**config.mk**
```make
export PLATFORM = sky130hd
export DESIGN_NAME = prog_loader
export DESIGN_NICKNAME = d
export VERILOG_FILES = /design/src/rtl/sap_pkg.sv /design/src/rtl/prog_loader.sv
export SDC_FILE = /design/constraint.sdc
export NUM_CORES = 1
export LEC_CHECK = 0
export ABC_AREA = 1
export BUFFER_PORTS_ARGS = -buffer_cell sky130_fd_sc_hd__buf_2
export CAP_MARGIN = 20
export CORE_MARGIN = 2
export CORE_UTILIZATION = 55
export CTS_BUF_LIST = sky130_fd_sc_hd__clkbuf_8
export CTS_CLUSTER_SIZE = 30
export DETAILED_ROUTE_END_ITERATION = 7
export PLACE_DENSITY = 0.86
export SYNTH_ARGS = -nofsm -noshare
export SYNTH_HDL_FRONTEND = slang
export SYNTH_SLANG_ARGS = --single-unit
```
**constraint.sdc**
```tcl
create_clock -name clk -period 3.5 [get_ports clk]
set_clock_uncertainty 0.1 [all_clocks]
set_input_delay 0.875 -clock clk [delete_from_list [all_inputs] [get_ports clk]]
set_output_delay 0.875 -clock clk [all_outputs]
set_load 0.005 [all_outputs]
```
**src/rtl/sap_pkg.sv**
```systemverilog
// ---------------------------------------------------------------------------
// sap_pkg -- shared definitions for the SAP computer blocks.
//
// Purpose : holds the program-loader FSM state type, the program memory depth
//           and a small byte-checksum helper. Other blocks pull these in with
//           import sap_pkg::*.
// Ports   : none (package).
// Config  : the checksum helper is only used when PROG_LOADER_CHECKSUM_EN is
//           defined for prog_loader.
// ---------------------------------------------------------------------------
package sap_pkg;

  // Number of bytes in the SAP program memory (one full load).
  localparam int SAP_MEM_DEPTH = 16;

  // Loader states. CHECK is only reachable when checksum checking is built in.
  typedef enum logic [1:0] {
    IDLE  = 2'd0,
    LOAD  = 2'd1,
    CHECK = 2'd2,
    DONE  = 2'd3
  } state_t;

  // Running mod-256 checksum: the carry out of bit 7 is simply dropped.
  function automatic logic [7:0] sum8(input logic [7:0] acc, input logic [7:0] data);
    return acc + data;
  endfunction

endpackage

```
**src/rtl/prog_loader.sv**
```systemverilog
// ---------------------------------------------------------------------------
// prog_loader -- streams a program image into the SAP program memory.
//
// Purpose : after a start request, accepts DEPTH bytes over a valid/ready
//           stream and writes them to consecutive memory addresses while the
//           CPU is held in reset. A one-cycle done pulse marks completion and
//           releases the CPU in the same cycle.
//
// Ports   :
//   clk        in   system clock, all state changes on its rising edge
//   rst        in   asynchronous active-high reset
//   start      in   begin a load (only honoured while idle)
//   in_valid   in   source presents a program byte
//   in_data    in   program byte [7:0]
//   in_ready   out  loader accepts a byte this cycle (state decode only)
//   mem_we     out  memory write strobe, one cycle after each accepted byte
//   mem_addr   out  memory write address [ADDR_W-1:0]
//   mem_wdata  out  memory write data [7:0]
//   cpu_hold   out  holds the CPU in reset during a load
//   err        out  sticky checksum failure (only with PROG_LOADER_CHECKSUM_EN)
//   done       out  one-cycle completion pulse
//
// Config  : define PROG_LOADER_CHECKSUM_EN to add the CHECK state. The loader
//           then sums the DEPTH program bytes mod 256, accepts one extra
//           checksum byte and flags err when it does not match. Without the
//           macro there is no CHECK state, no accumulator and no err port.
//
// Parameters: DEPTH bytes per program, ADDR_W address bits; DEPTH must equal
//           2**ADDR_W so that the address counter wraps to 0 after the last
//           byte on its own.
// ---------------------------------------------------------------------------
module prog_loader
  import sap_pkg::*;
#(
  parameter int DEPTH  = SAP_MEM_DEPTH,
  parameter int ADDR_W = 4
) (
  input  logic              clk,
  input  logic              rst,
  input  logic              start,
  input  logic              in_valid,
  input  logic [7:0]        in_data,
  output logic              in_ready,
  output logic              mem_we,
  output logic [ADDR_W-1:0] mem_addr,
  output logic [7:0]        mem_wdata,
  output logic              cpu_hold,
`ifdef PROG_LOADER_CHECKSUM_EN
  output logic              err,
`endif
  output logic              done
);

  localparam logic [ADDR_W-1:0] LAST_ADDR = ADDR_W'(DEPTH - 1);

  state_t            state;
  state_t            state_next;
  logic [ADDR_W-1:0] count;
  logic              accept;
  logic              load_accept;
  logic              last_byte;
  logic              start_load;

  // Handshake and status outputs are pure decodes of the state register, so
  // in_ready never depends combinationally on in_valid and every one of them
  // drops the moment reset forces the state back to IDLE.
  assign in_ready    = (state == LOAD) || (state == CHECK);
  assign cpu_hold    = (state == LOAD) || (state == CHECK);
  assign done        = (state == DONE);

  assign accept      = in_valid && in_ready;
  assign load_accept = accept && (state == LOAD);
  assign last_byte   = load_accept && (count == LAST_ADDR);
  assign start_load  = start && (state == IDLE);

  // State register.
  always_ff @(posedge clk or posedge rst) begin
    if (rst) begin
      state <= IDLE;
    end else begin
      state <= state_next;
    end
  end

  // Next-state logic. A start seen in LOAD, CHECK or DONE has no effect, so
  // a start coinciding with the done pulse does not restart the load.
  always_comb begin
    state_next = state;
    case (state)
      IDLE: begin
        if (start) begin
          state_next = LOAD;
        end
      end
      LOAD: begin
        if (last_byte) begin
`ifdef PROG_LOADER_CHECKSUM_EN
          state_next = CHECK;
`else
          state_next = DONE;
`endif
        end
      end
`ifdef PROG_LOADER_CHECKSUM_EN
      CHECK: begin
        if (accept) begin
          state_next = DONE;
        end
      end
`endif
      DONE: begin
        state_next = IDLE;
      end
      default: begin
        state_next = IDLE;
      end
    endcase
  end

  // Address counter and memory write port. Each byte accepted in LOAD is
  // registered into a single-cycle write; the strobe falls back to 0 on every
  // other cycle, so the checksum byte in CHECK never reaches memory. The
  // counter is ADDR_W bits wide and wraps to 0 after the last address.
  always_ff @(posedge clk or posedge rst) begin
    if (rst) begin
      count     <= '0;
      mem_we    <= 1'b0;
      mem_addr  <= '0;
      mem_wdata <= '0;
    end else begin
      mem_we <= 1'b0;
      if (start_load) begin
        count <= '0;
      end else if (load_accept) begin
        mem_we    <= 1'b1;
        mem_addr  <= count;
        mem_wdata <= in_data;
        count     <= count + 1'b1;
      end
    end
  end

`ifdef PROG_LOADER_CHECKSUM_EN
  logic [7:0] sum;

  // Checksum accumulator and sticky error flag. Both clear when a new load
  // starts; err is then only re-evaluated by the byte accepted in CHECK,
  // compared against the sum of all DEPTH program bytes.
  always_ff @(posedge clk or posedge rst) begin
    if (rst) begin
      sum <= '0;
      err <= 1'b0;
    end else begin
      if (start_load) begin
        sum <= '0;
        err <= 1'b0;
      end else if (load_accept) begin
        sum <= sum8(sum, in_data);
      end else if (accept && (state == CHECK)) begin
        err <= (in_data != sum);
      end
    end
  end
`endif

endmodule

```
==> flow_summary.json <==
{
  "outcome": "complete, no violations",
  "hold_viol_final": 0,
  "viasPerCell": 5.014,
  "route.detailed.drc": 0,
  "postRouteAntennaNets": 0,
  "r2r_end": "count[1]",
  "synth_seq_cells": 19,
  "yosysTopAreaCellShare_pct": 54.99,
  "min_path_type": "reg -> reg",
  "slowest_stage": "dfrtp_1",
  "rsz0062_at_grt": "no",
  "initial_utilization_pct": 58.07,
  "instances_no_fill": 140,
  "drtIter0Drc": 13,
  "htreeDepth": 1,
  "synth_largest_area_cell": "dfrtp_1",
  "cts_hold_buf": 0,
  "end_kind": "output pin",
  "setup_ws_ns": 1.350,
  "cts-buffers-inserted": 3,
  "fmax_mhz": 465.1,
  "drt-total-wl_um": 1625,
  "first_pass_iters": 4,
  "tns_ns": 0,
  "synth_cells": 96,
  "slowest_delay_ns": 0.43,
  "grt_first_pass_wirelength_um": 2739,
  "root_buffer": "clkbuf_8",
  "clock_latency_ns": 0.25,
  "yosysWarnings": 0,
  "dieArea_sq_mm": 0.001905,
  "crit_type": "reg -> out",
  "hold_path_startpoint": "mem_addr[3]",
  "clkSlewWorstSetupHoldPaths_ns": 0.07,
  "grt-ovfl-total": 0,
  "cp_data_required_time_ns": 2.52,
  "vias": 702,
  "timing.final.crit_share_pct": 61.44,
  "max-clock-path-buffers": 2,
  "drt-wirelength-per-cell_um": 11.61,
  "n_antenna_cell": 0,
  "cts_tree": "built",
  "core_area_sq_mm": 0.001489,
  "setup_viol": 0,
  "fill_cells": 114,
  "max-vdd-ir-drop_v": 0.0005684,
  "crit_chain": "inv_1 > ha_1 > buf_2",
  "fin_nets": 142,
  "avgSynthCellArea_sq_um": 9.006,
  "clock_sinks": 19,
  "min_period_ns": 2.150,
  "post_cts_buffers": 0,
  "worst_slew_pin_slew_ns": 0.6788,
  "cts_resized": 0,
  "io_pins": 28,
  "area_growth_pct": 19.68,
  "mostFrequentLayoutCells": "nand2_1, buf_2, dfrtp_1, inv_1, ha_1",
  "power_density_mw_per_mm2": 811.8,
  "maxCapViolations": 0,
  "synth_cell_types": 16,
  "dp_cells": 136,
  "whs_endpoint": "mem_addr[3]",
  "die_w_um": 43.65,
  "port_buffers": 27,
  "place.gp.congestion": 0.8406,
  "synth_area_sq_um": 864.6,
  "antenna_found_initial": 0,
  "dp_hpwl_um": 1215,
  "post_synth_main_area_contributors": "dfrtp_1, nand2_1, ha_1",
  "drive_above_1_share_pct": 27.42,
  "layout.cells.most_common": "nand2_1",
  "syn-num-nets": 113,
  "cp-start-kind": "flop",
  "fp-row-count": 14,
  "grt_max_degree": 20,
  "gr-usage-all-layers_pct": 19.91,
  "crit_arrival_ns": 1.18,
  "fin_util_pct": 69.50,
  "r2r_slack_ns": 1.91,
  "whs_path_depth": 2,
  "worst_r2r_path_depth": 7,
  "reg2reg_from": "state[0]",
  "cp_max_fo": 5,
  "yosysSeqAreaShare_pct": 54.99,
  "place_ws_ns": 1.626,
  "drv_slew": 0,
  "die_y_um": 43.65,
  "slew_headroom_pct": 54.70,
  "p_leak_uw": 0.0006060,
  "grt_pass1_vias": 651
}
[critical path, delay by kind of cell (launching register included)]
kind	cells	cell delay, ns
adders and majority gates	1	0.30
DFF	1	0.43
buffers and inverters	2	0.19
[logic make-up after synthesis]
| kind of cell | synth area share [%] |
|---|---|
| AND/OR/NAND/NOR | 26.63 |
| AO/OA/AOI/OAI | 3.618 |
| XOR/XNOR | 1.013 |
| buffers and inverters | 6.512 |
| adder cells (fa/ha/maj) | 7.236 |
| flip-flops | 54.99 |
[cells in the mapped netlist]
library cell and number:
o21ai_0 4, nand3_4 1, nand3_1 4, xnor2_1 1
inv_2 1, buf_6 2, o22ai_1 1, nand2_2 1
nor2_1 3, buf_4 1, nand2_1 45, dfrtp_1 19
or2_2 1, inv_1 6, ha_1 5, o21ai_1 1
[power breakdown]
part / leakage, uW / switching (uW) / internal (uW)
Sequential: 0.000247 / 55.4 / 305
Clock: 0.0000269 / 68.9 / 77.9
Combinational: 0.000333 / 186 / 146
Total: 0.000606 / 310 / 530
[layout make-up]
class | count | area (sq um) | share of cell area, %
Clock inverter | 1 | 3.754 | 0.3628
Timing Repair Buffer | 27 | 135.1 | 13.06
Multi-Input combinational cell | 67 | 332.8 | 32.16
Clock buffer | 3 | 41.29 | 3.990
Tap cell | 16 | 20.02 | 1.935
Inverter | 7 | 26.28 | 2.539
Sequential cell | 19 | 475.5 | 45.95
[per-layer routing]
metal | GRT usage [%] | part of all wire [%]
met1 | 24.93 | 41
met3 | 4.167 | 4.7
met5 | 0 | 0
met4 | 10.91 | 1.9
met2 | 32.06 | 52
[worst max-delay path by stage]
stage                     endpoint  slack [ns]     start
after global routing      cpu_hold        1.31  state[0]
after floorplan           in_ready        1.64  state[0]
after detailed placement  cpu_hold        1.63  state[0]
after global placement    in_ready        1.67  state[0]
final                     cpu_hold        1.35  state[0]
after CTS                 cpu_hold        1.35  state[0]
[sequential cells by signal (all words and copies together), names as in the netlist]
register,cells
mem_wdata,8
count,4
mem_addr,4
state,2
mem_we,1
[per-stage QoR]
step                total power, uW  hold WS, ns  instance area (sq um)
global placement              676.7       0.3596                  989.7
global route                  909.4       0.4119                   1035
CTS                           845.3       0.3788                   1035
finish                        840.0       0.3740                   1035
detailed placement            697.4       0.3612                  989.7
floorplan                     589.6       0.3666                  864.6
No activity file was read; power rests on OpenSTA's default activity.
